==> src/rtl/uop_stim_gen.sv <==
// uop_stim_gen: issues num_uops micro-ops in LANES-wide bundles with CONST/INC/LFSR field modes.
// Define UOP_STIM_EXCEPT_EN to flag every EXC_PERIOD-th uop as an exception.
module uop_stim_gen #(
    parameter int          LANES         = 2,
    parameter int          NUM_UOPS      = 128,
    parameter int          XLEN          = 32,
    parameter int          ARCHFILE_SIZE = 16,
    parameter int          CNT_W         = 16,
    parameter int          EXC_PERIOD    = 16,
    parameter logic [31:0] LFSR_SEED     = 32'hACE10001,
    localparam int         UW            = $clog2(NUM_UOPS),
    localparam int         AW            = $clog2(ARCHFILE_SIZE)
) (
    input  logic                  clk,
    input  logic                  rst,
    input  logic                  start,
    input  logic [1:0]            mode,
    input  logic [CNT_W-1:0]      num_uops,
    input  logic                  accept,
    output logic                  uop_ready,
    output logic [LANES-1:0]      lane_valid,
    output logic [LANES*UW-1:0]   uop,
    output logic [LANES-1:0]      eoi,
    output logic [LANES*XLEN-1:0] imm,
    output logic [LANES-1:0]      use_imm,
    output logic [LANES*32-1:0]   pc,
    output logic [LANES-1:0]      except,
    output logic [LANES*AW-1:0]   src1_arch,
    output logic [LANES*AW-1:0]   src2_arch,
    output logic [LANES*AW-1:0]   dest_arch,
    output logic                  busy,
    output logic                  done,
    output logic [CNT_W-1:0]      issued
);
    localparam int CW = $clog2(LANES + 1);
`ifdef UOP_STIM_EXCEPT_EN
    localparam bit EXC_EN = 1'b1;
`else
    localparam bit EXC_EN = 1'b0;
`endif

    typedef enum logic [1:0] {IDLE, RUN, DONE} state_t;

    function automatic logic [31:0] lfsr_step(input logic [31:0] s);
        return (s >> 1) ^ (s[0] ? 32'h80200003 : 32'h0);
    endfunction

    state_t              st_q, st_d;
    logic [CNT_W-1:0]    num_q, num_d, issued_d;
    logic [1:0]          mode_q, mode_d;
    logic [31:0]         lfsr_q, lfsr_d;
    logic [31:0]         adv [LANES+1];
    logic [31:0]         lane_l [LANES];
    logic [CW-1:0]       cnt;
    logic [31:0]         n;
    logic                v, inc, lf;
    logic [LANES-1:0]    lv_d, eoi_d, use_d, exc_d;
    logic [LANES*UW-1:0] uop_d;
    logic [LANES*XLEN-1:0] imm_d;
    logic [LANES*32-1:0] pc_d;
    logic [LANES*AW-1:0] s1_d, s2_d, dst_d;

    always_comb begin
        st_d = st_q;
        num_d = num_q;
        mode_d = mode_q;
        issued_d = issued;
        lfsr_d = lfsr_q;
        cnt = CW'($countones(lane_valid));
        adv[0] = lfsr_q;
        for (int k = 1; k <= LANES; k++) adv[k] = lfsr_step(adv[k-1]);
        if (st_q == IDLE && start) begin
            st_d = num_uops != '0 ? RUN : DONE;
            num_d = num_uops;
            mode_d = mode;
            issued_d = '0;
        end else if (st_q == RUN && accept) begin
            issued_d = issued + CNT_W'(cnt);
            lfsr_d = adv[cnt];
            st_d = issued_d == num_q ? DONE : RUN;
        end else if (st_q == DONE) begin
            st_d = IDLE;
        end
        // Next bundle is built from next-state values so every output leaves a flop.
        inc = mode_d == 2'd1;
        lf = mode_d == 2'd2;
        n = '0;
        v = 1'b0;
        lane_l[0] = lfsr_d;
        for (int k = 1; k < LANES; k++) lane_l[k] = lfsr_step(lane_l[k-1]);
        lv_d = '0;
        eoi_d = '0;
        use_d = '0;
        exc_d = '0;
        uop_d = '0;
        imm_d = '0;
        pc_d = '0;
        s1_d = '0;
        s2_d = '0;
        dst_d = '0;
        for (int i = 0; i < LANES; i++) begin
            n = 32'(issued_d) + 32'(i);
            v = st_d == RUN && n < 32'(num_d);
            lv_d[i] = v;
            pc_d[i*32 +: 32] = v ? n << 2 : '0;
            uop_d[i*UW +: UW] = !v ? '0 : inc ? UW'(n) : lf ? lane_l[i][UW-1:0] : '0;
            dst_d[i*AW +: AW] = !v ? '0 : inc ? AW'(n) : lf ? lane_l[i][8 +: AW] : '0;
            s1_d[i*AW +: AW] = !v ? '0 : inc ? AW'(n - 32'd1) : lf ? lane_l[i][12 +: AW] : '0;
            s2_d[i*AW +: AW] = !v ? '0 : inc ? AW'(n - 32'd2) : lf ? lane_l[i][16 +: AW] : '0;
            imm_d[i*XLEN +: XLEN] = !v ? '0 : inc ? XLEN'(n) : lf ? XLEN'(lane_l[i]) : {(XLEN/4){n[1:0], 2'b00}};
            use_d[i] = v && (inc ? n[0] : lf ? lane_l[i][31] : 1'b1);
            eoi_d[i] = v && (inc ? n[0] : 1'b1);
            exc_d[i] = EXC_EN && v && ((n + 32'd1) % 32'(EXC_PERIOD) == 32'd0);
        end
    end

    always_ff @(posedge clk) begin
        if (rst) begin
            st_q <= IDLE;
            num_q <= '0;
            mode_q <= '0;
            issued <= '0;
            lfsr_q <= LFSR_SEED;
            uop_ready <= 1'b0;
            busy <= 1'b0;
            done <= 1'b0;
            lane_valid <= '0;
            uop <= '0;
            eoi <= '0;
            imm <= '0;
            use_imm <= '0;
            pc <= '0;
            except <= '0;
            src1_arch <= '0;
            src2_arch <= '0;
            dest_arch <= '0;
        end else begin
            st_q <= st_d;
            num_q <= num_d;
            mode_q <= mode_d;
            issued <= issued_d;
            lfsr_q <= lfsr_d;
            uop_ready <= st_d == RUN;
            busy <= st_d == RUN;
            done <= st_d == DONE;
            lane_valid <= lv_d;
            uop <= uop_d;
            eoi <= eoi_d;
            imm <= imm_d;
            use_imm <= use_d;
            pc <= pc_d;
            except <= exc_d;
            src1_arch <= s1_d;
            src2_arch <= s2_d;
            dest_arch <= dst_d;
        end
    end
endmodule
==> config.mk <==
export PLATFORM = sky130hd
export DESIGN_NAME = uop_stim_gen
export DESIGN_NICKNAME = d
export VERILOG_FILES = /design/src/rtl/uop_stim_gen.sv
export SDC_FILE = /design/constraint.sdc
export NUM_CORES = 1
export LEC_CHECK = 0
export BUFFER_PORTS_ARGS = -buffer_cell sky130_fd_sc_hd__buf_2
export CAP_MARGIN = 20
export CORE_MARGIN = 5
export CORE_UTILIZATION = 35
export DETAILED_ROUTE_END_ITERATION = 7
export PLACE_DENSITY_LB_ADDON = 0.05
export SYNTH_ARGS = -nofsm -noshare
export SYNTH_HDL_FRONTEND = slang
export SYNTH_SLANG_ARGS = --single-unit
==> constraint.sdc <==
create_clock -name clk -period 7.57 [get_ports clk]
set_input_delay 1.8925 -clock clk [delete_from_list [all_inputs] [get_ports clk]]
set_output_delay 1.8925 -clock clk [all_outputs]
set_load 0.05 [all_outputs]
==> flow_summary_export.csv, run 1 <==
group,metric,value,unit
synthesis,ys_ff_latch,203,
synthesis,postSynthCellCount,1116,
worst_setup_path,reg2reg_from,"lane_valid[0]",
worst_setup_path,endpoint,"imm[59]",
synthesis,synthTopCellsByArea,"dfxtp_1 42%, ha_1 5.2%, nor2_1 4.9%",
clock_tree,clkLatencyLatePin,0.53,ns
clock_tree,clk_path_buf_depth,3,
clock_tree,ctsResizeCount,0,
floorplan,io_pins,215,
place,place.gp.congestion,0.868,
timing,final_hold_viol_count,0,
min_path,hp-class,"register to register",
global_route,track_usage,0.209,
place,dp_hpwl,24100,µm
global_route,globalRouteOverflowTotal,0,
worst_setup_path,r2r-end,"imm[59]",
floorplan,rows,61,
clock_tree,path_clk_slew,0.06,ns
job,maxCapViolCount,0,
worst_setup_path,startpoint,"accept",
power,ir_drop,0.000116,V
global_route,antenna_found_initial,0,
synthesis,yosysSeqAreaShare,0.419,
timing,maxSlewViolCount,0,
synthesis,synth_edf_count,0,
worst_setup_path,crit_required,8.01,ns
worst_setup_path,reg2reg_depth,20,
global_route,grt_max_degree,70,
synthesis,async_flop_share,0,
outcome,outcome,"completed",
timing,fin_setup_tns,0,ns
timing,worstMarginPinSlew,1.12,ns
layout,syn_to_final_growth,19.1,%
power,finalPower,2.86,mW
synthesis,syn_avg_cell_area,8.69,µm²
floorplan,dieArea,31100,µm²
routing,num_vias,8274,
clock_tree,hold_buffers,0,
floorplan,die_w,176,µm
routing,wire_per_inst,20.5,µm
worst_setup_path,critical_path_arrival,7.08,ns
worst_setup_path,cp-start-kind,"input port",
global_route,grt_pass1_vias,8071,
layout,design_area,11500,µm²
floorplan,die_h,176,µm
synthesis,yosysUniqueCellTypes,75,
worst_setup_path,worst-setup-path-type,"input port to register",
floorplan,coreArea,27600,µm²
clock_tree,htreeDepth,1,
clock_tree,cts_tree,"yes",
global_route,grt_pass1_wl,50500,µm
layout,drive_gt1_frac,0.220,
timing,finalCritPeriodShare,0.877,
timing,period_minus_slack,6.64,ns
timing,max_freq,151,MHz
worst_setup_path,worstPathMaxFanout,65,
layout,layout.core_utilization,0.419,
timing,setup_viol,0,
timing,grt_setup_unrepaired,"false",
timing,whs,0.476,ns
synthesis,yosysTopAreaCell,"dfxtp_1",
layout,nNetsFinal,1316,
routing,drc_errors,0,
routing,routed_wl,33800,µm
synthesis,synth_top_area_frac,0.419,
clock_tree,cts_setup_buffers,0,
routing,routed_via_density,5.01,
timing,finalClockSkew,0.0127,ns
routing,ant_nets,0,
place,placed_cell_area,10700,µm²
worst_setup_path,reg2reg_setup_slack,1.14,ns
routing,dr.pass1.iters,7,
clock_tree,cts_sinks,203,
layout,fillers,2829,
power,p_leak,5.03,nW
clock_tree,cts_buffers,24,
routing,drt_iter0_drc,558,
worst_setup_path,cp-end-kind,"register",
timing,max_slew_margin,0.249,
floorplan,start_util,0.352,
place,io_buffers,181,
synthesis,yosysWarnings,0,
power,p_per_area,247,nW/µm²
synthesis,synth-main-ff-cell,"dfxtp_1",
synthesis,synth_area,9690,µm²
clock_tree,cts-root-buf,"clkbuf_16",
-- layout by cell type, fill, tap and decap left out, types with 14 or more instances in the layout --
cell type | Yosys | final
mux2i_1 | 20 | 20
nor3_1 | 21 | 21
ha_1 | 40 | 39
nor2_1 | 127 | 127
buf_4 | 50 | 14
dfxtp_1 | 203 | 203
nand3_1 | 21 | 21
buf_2 | 12 | 181
inv_1 | 26 | 26
xor2_1 | 21 | 21
a22oi_1 | 26 | 26
nand2_1 | 73 | 73
o21ai_0 | 48 | 47
a21oi_1 | 76 | 76
nor2b_1 | 60 | 60
nor4_1 | 14 | 14
a31oi_1 | 33 | 33
clkbuf_16 | 0 | 24
conb_1 | 1 | 34
xnor2_1 | 38 | 38
or2_2 | 15 | 15
-- area by class of cell --
class,instances,area (µm²),area share
clock inverters,14,190,0.0165
clock buffers,30,673,0.0583
multi-input cells,801,5000,0.433
repair buffers,196,1030,0.0893
well taps,378,473,0.0410
flip-flops and latches,203,4060,0.352
inverters,28,110,0.00953
diodes,1,2.50,0.000217
-- logic make-up (layout without fill, tap and decap cells) --
| family | Yosys count | after routing | share of synthesized area |
|---|---|---|---|
| compound gates | 255 | 255 | 0.165 |
| xor+xnor | 59 | 59 | 0.0533 |
| flops | 203 | 203 | 0.419 |
| buf+inv | 145 | 268 | 0.0807 |
| fa+ha+maj | 40 | 40 | 0.0516 |
| other cells | 1 | 35 | 0.000387 |
| simple gates | 392 | 392 | 0.208 |
| mux | 21 | 21 | 0.0218 |
-- routing by layer --
metal  up-vias  global-route usage  routed length [µm]
li1       4061                   -                   -
met1      3878               0.326               17100
met2       310               0.304               14000
met3        25              0.0345                2250
met4         0              0.0364                 429
met5         -                   0                   0
-- worst min path at each step --
| stage | from | cells past startpoint | slack [ns] | to |
|---|---|---|---|---|
| final | mode_q[0] | 2 | 0.48 | mode_q[0] |
| after global routing | mode_q[1] | 2 | 0.50 | mode_q[1] |
| after CTS | mode_q[1] | 2 | 0.47 | mode_q[1] |
| after detailed placement | mode_q[1] | 2 | 0.46 | mode_q[1] |
| after global placement | mode_q[1] | 2 | 0.46 | mode_q[1] |
| after floorplan | mode_q[0] | 2 | 0.44 | mode_q[0] |
-- registers in the layout (all words and copies together), names as in the netlist --
register	count
busy	1
dest_arch	8
done	1
eoi	2
imm	56
issued	16
lane_valid	2
lfsr_q	32
mode_q	2
num_q	16
pc	33
src1_arch	8
src2_arch	8
st_q	2
uop	14
use_imm	2
-- power breakdown --
group          total [mW]  switching (mW)  internal [mW]
registers            1.14          0.0285           1.11
logic               0.471           0.352          0.119
clock network        1.25           0.480          0.768
total                2.86           0.861           1.99
-- Yosys cell counts, types with 3 or more instances --
cell	count
dfxtp_1	203
nor2_1	127
a21oi_1	76
nand2_1	73
nor2b_1	60
buf_4	50
o21ai_0	48
clkbuf_1	47
ha_1	40
xnor2_1	38
a31oi_1	33
a22oi_1	26
inv_1	26
nand3_1	21
nor3_1	21
xor2_1	21
mux2i_1	20
or2_2	15
nor4_1	14
a21o_1	12
buf_2	12
nand4_1	11
o21a_1	10
nand2b_1	9
o21ai_1	8
a211oi_1	7
nand4b_1	6
o211ai_1	5
or3_1	5
buf_1	4
buf_6	4
a21oi_2	3
a221oi_1	3
and2_1	3
and4_1	3
o31a_1	3
-- worst max-delay path: stages --
cell,delay [ns]
buf_2,0.15
nand3b_1,0.19
or3_1,0.40
a21o_1,0.30
inv_2,0.14
ha_1,0.15
nand2_1,0.07
nor4_1,0.54
nand4_1,0.26
xor2_1,0.28
ha_1,0.29
a21oi_1,0.14
nor2b_1,0.05
a2111oi_0,0.55
o211ai_1,0.18
a21o_1,0.21
or4b_4,0.85
a211oi_1,0.34
-- through the flow --
step / setup WS (ns) / std cells
6_report: 0.928 / 1651
3_3_place_gp: 0.736 / 1606
5_1_grt: 0.538 / 1650
4_1_cts: 1.04 / 1650
3_5_place_dp: 0.513 / 1606
2_1_floorplan: 1.30 / 1149
Power figures use the tool's default switching activity.
==> run 2, diff against run 1 <==
clock period = 7.3 ns   (was 7.57 ns; I/O delays follow)
==> flow_summary_export.csv, run 2 (synthesis results as in run 1) <==
group,metric,value,unit
power,p_leak,5.00,nW
layout,largest_reg_flops,56,
routing,drt_iter0_drc,520,
layout,regMostFlops,"imm",
routing,wl_met1,17000,µm
routing,dr.pass1.iters,5,
place,dp.cells,1610,
clock_tree,cts-root-buf,"clkbuf_16",
routing,wire_per_inst,20.4,µm
floorplan,die_w,176,µm
timing,final_hold_viol_count,0,
timing,fin_ws,0.823,ns
worst_setup_path,cp-start-kind,"input port",
global_route,globalRouteOverflowTotal,0,
timing,setup_viol,0,
routing,ant_nets,0,
global_route,track_usage,0.208,
layout,diodes,0,
place,io_buffers,181,
worst_setup_path,worstPathMaxFanout,65,
layout,layout.core_utilization,0.417,
clock_tree,cts_sinks,203,
timing,grt_setup_unrepaired,"false",
clock_tree,cts_setup_buffers,0,
place,place.gp.congestion,0.882,
global_route,grt_pass1_wl,50200,µm
floorplan,dieArea,31100,µm²
worst_setup_path,worst-setup-path-type,"input port to register",
routing,routed_wl,33600,µm
power,finalPower,2.86,mW
clock_tree,path_clk_slew,0.06,ns
clock_tree,hold_buffers,0,
floorplan,rows,61,
routing,routed_via_density,5.00,
clock_tree,htreeDepth,1,
layout,syn_to_final_growth,18.4,%
timing,worstMarginPinSlew,0.941,ns
clock_tree,clkLatencyLatePin,0.52,ns
global_route,grt_pass1_vias,7941,
timing,finalCritPeriodShare,0.887,
timing,max_freq,154,MHz
min_path,hp-class,"register to register",
clock_tree,cts_tree,"yes",
layout,layout_commonest_cell,"dfxtp_1",
power,ir_drop,0.000133,V
floorplan,io_pins,215,
power,p_per_area,249,nW/µm²
routing,drc_errors,0,
global_route,antenna_found_initial,0,
global_route,grt_max_degree,70,
worst_setup_path,cp-end-kind,"register",
routing,num_vias,8243,
floorplan,die_h,176,µm
clock_tree,cts_buffers,23,
clock_tree,clk_path_buf_depth,3,
place,dp_hpwl,24200,µm
layout,drive_gt1_frac,0.219,
timing,period_minus_slack,6.48,ns
job,maxCapViolCount,0,
worst_setup_path,critical_path_arrival,6.90,ns
layout,layout_common_cells,"203 x dfxtp_1, 181 x buf_2, 127 x nor2_1",
routing,wl_met2,13800,µm
timing,maxSlewViolCount,0,
layout,nNetsFinal,1319,
timing,finalClockSkew,0.0184,ns
layout,layout_top_registers,"imm x56, pc x33, lfsr_q x32",
place,dp_slack,0.401,ns
routing,dr_wl_met3,2260,µm
timing,fin_setup_tns,0,ns
worst_setup_path,crit_required,7.72,ns
timing,max_slew_margin,0.369,
clock_tree,ctsResizeCount,0,
layout,final_cells,1650,
floorplan,coreArea,27600,µm²
routing,topRoutingLayerUsed,"met4",
outcome,outcome,"completed",
floorplan,start_util,0.352,
## run 2: where the power goes
group,internal (mW),switching [mW]
Sequential,1.15,0.0301
Clock,0.713,0.477
Combinational,0.124,0.363
Total,1.99,0.870
## run 2: per-stage QoR
stage / hold slack, ns / area, µm²
after floorplan: 0.445 / 9820
after global placement: 0.459 / 10700
final: 0.476 / 11500
after CTS: 0.469 / 11500
after global routing: 0.495 / 11500
after detailed placement: 0.459 / 10700
## run 2: worst max-delay path, cell delays in order
cell and delay, ns:
buf_2 0.15, nand3b_1 0.19, or3_1 0.40, a21o_1 0.29, inv_2 0.13, ha_1 0.15, nand2_1 0.07, nor4_1 0.53
nand4_1 0.23, xor2_1 0.29, ha_1 0.30, a21oi_1 0.13, nor2b_1 0.06, a2111oi_0 0.49, o211ai_1 0.18, a21o_1 0.21
or4b_4 0.84, a211oi_1 0.34
## run 2: final cells by class
cell class	instances	area [µm²]
Clock buffer	28	624
Clock inverter	12	144
Fill cell	2812	16100
Inverter	28	110
Multi-Input combinational cell	801	5000
Sequential cell	203	4060
Tap cell	378	473
Timing Repair Buffer	200	1060
## run 2: final timing paths
check                           depth (start not counted)  slack [ns]   endpoint          start
worst max-delay path                                   18        0.82    imm[59]         accept
worst min-delay path                                    2        0.48  mode_q[1]      mode_q[1]
worst max register to register                         17        1.28    imm[59]  lane_valid[0]
worst min register to register                          2        0.48  mode_q[1]      mode_q[1]
## run 2: routing by layer
metal,GRT usage,vias to the layer above
met5,0,-
met4,0.0413,0
met3,0.0306,34
met2,0.302,311
met1,0.325,3835
li1,-,4063
==> run 3, diff against run 2 <==
RECOVER_POWER = 50   (was default)
==> flow_summary_export.csv, run 3 (synthesis results as in run 1) <==
group,metric,value,unit
outcome,outcome,"finished with violations",
outcome,violations,"capacitance limit, slew limit",
clock_tree,clk_path_buf_depth,3,
floorplan,start_util,0.352,
worst_setup_path,reg2reg_from,"lane_valid[0]",
layout,nNetsFinal,1319,
global_route,globalRouteOverflowTotal,0,
global_route,antenna_found_initial,0,
timing,max_freq,154,MHz
timing,period_minus_slack,6.49,ns
global_route,grt_pass1_wl,50200,µm
place,io_buffers,181,
timing,worstMarginPinSlew,3.40,ns
worst_setup_path,startpoint,"accept",
worst_setup_path,reg2reg_setup_slack,1.31,ns
timing,grt_setup_unrepaired,"false",
global_route,grt_pass1_vias,7941,
layout,layout_top_registers,"imm x56, pc x33, lfsr_q x32",
layout,layout_common_cells,"203 x dfxtp_1, 151 x clkbuf_1, 127 x nor2_1",
power,switchingPower,869,µW
clock_tree,htreeDepth,1,
floorplan,dieArea,31100,µm²
job,maxCapViolCount,1,
timing,finalCritPeriodShare,0.888,
floorplan,coreArea,27600,µm²
layout,largest_reg_flops,56,
worst_setup_path,endpoint,"imm[59]",
clock_tree,ctsResizeCount,0,
layout,layout_commonest_cell,"dfxtp_1",
worst_setup_path,r2r-end,"imm[59]",
clock_tree,cts_setup_buffers,0,
floorplan,io_pins,215,
routing,routed_wl,33500,µm
place,dp.cells,1610,
worst_setup_path,critical_path_arrival,6.91,ns
global_route,track_usage,0.208,
place,dp_slack,0.401,ns
clock_tree,hold_buffers,0,
power,power.internal,1.98,mW
power,ir_drop,0.000134,V
power,swShare,0.305,
clock_tree,cts_tree,"yes",
timing,fin_ws,0.814,ns
power,p_leak,4.36,nW
power,power_frac_seq,0.414,
place,placed_cell_area,10700,µm²
worst_setup_path,cp-start-kind,"input port",
min_path,hp-class,"register to register",
worst_setup_path,worst-setup-path-type,"input port to register",
timing,maxSlewViolCount,70,
worst_setup_path,crit_required,7.73,ns
layout,layout.core_utilization,0.410,
floorplan,rows,61,
timing,setup_viol,0,
floorplan,die_h,176,µm
worst_setup_path,reg2reg_depth,17,
clock_tree,cts-root-buf,"clkbuf_16",
layout,syn_to_final_growth,16.5,%
layout,diodes,0,
routing,wire_per_inst,20.3,µm
routing,drc_errors,0,
place,dp_hpwl,24200,µm
timing,fin_setup_tns,0,ns
layout,final_cells,1650,
clock_tree,clkLatencyLatePin,0.52,ns
power,p_per_area,252,nW/µm²
worst_setup_path,cp-end-kind,"register",
clock_tree,path_clk_slew,0.06,ns
routing,ant_nets,0,
timing,final_hold_viol_count,0,
place,place.gp.congestion,0.882,
routing,num_vias,8318,
routing,dr.pass1.iters,5,
min_path,hold_depth,2,
worst_setup_path,worstPathMaxFanout,65,
clock_tree,cts_buffers,23,
power,pwr-share-clk,0.417,
layout,drive_gt1_frac,0.102,
layout,regMostFlops,"imm",
floorplan,die_w,176,µm
clock_tree,cts_sinks,203,
layout,design_area,11300,µm²
global_route,grt_max_degree,70,
power,pwr-share-comb,0.168,
timing,max_slew_margin,-1.27,
routing,routed_via_density,5.04,
routing,drt_iter0_drc,525,
timing,finalClockSkew,0.0187,ns
[run 3: cell types whose count changed in the layout (fill, tap and decap cells not counted), sizes merged]
cell	change
buf	-149
clkbuf	+149
[run 3: layout make-up]
type                       instances  area [µm²]
tap                              378         473
timing repair buffer             200         872
fill                            2875       16300
sequential                       203        4060
clock inverter                    12         144
multi-input combinational        801        5000
clock buffer                      28         624
inverter                          28         110
[run 3: worst min path at each step]
stage / start / endpoint / slack, ns
after floorplan: mode_q[0] / mode_q[0] / 0.44
after global placement: mode_q[1] / mode_q[1] / 0.46
after detailed placement: mode_q[1] / mode_q[1] / 0.46
after CTS: mode_q[1] / mode_q[1] / 0.47
after global routing: mode_q[1] / mode_q[1] / 0.49
final: mode_q[1] / mode_q[1] / 0.48
[run 3: power groups by stage]
stage               combinational, mW  sequential (mW)  clock, mW
finish                          0.480             1.18       1.19
global route                    0.518             1.18       1.26
CTS                             0.490             1.18       1.22
detailed placement              0.488             1.20          0
global placement                0.487             1.20          0
floorplan                       0.299             1.28          0
[run 3: critical path: stages]
cell	delay [ns]
buf_2	0.15
nand3b_1	0.19
or3_1	0.40
a21o_1	0.29
inv_2	0.13
ha_1	0.15
nand2_1	0.07
nor4_1	0.54
nand4_1	0.23
xor2_1	0.29
ha_1	0.30
a21oi_1	0.13
nor2b_1	0.06
a2111oi_0	0.50
o211ai_1	0.18
a21o_1	0.21
or4b_4	0.84
a211oi_1	0.34
[run 3: per-layer routing]
metal	GRT usage	routed length (µm)
met5	0	0
met4	0.0413	538
met3	0.0306	2270
met2	0.302	13800
met1	0.325	17000
[run 3: metrics by stage]
stage	hold WS, ns	power [mW]
global route	0.495	2.97
global placement	0.459	1.69
CTS	0.469	2.88
detailed placement	0.459	1.69
finish	0.477	2.85
floorplan	0.445	1.57
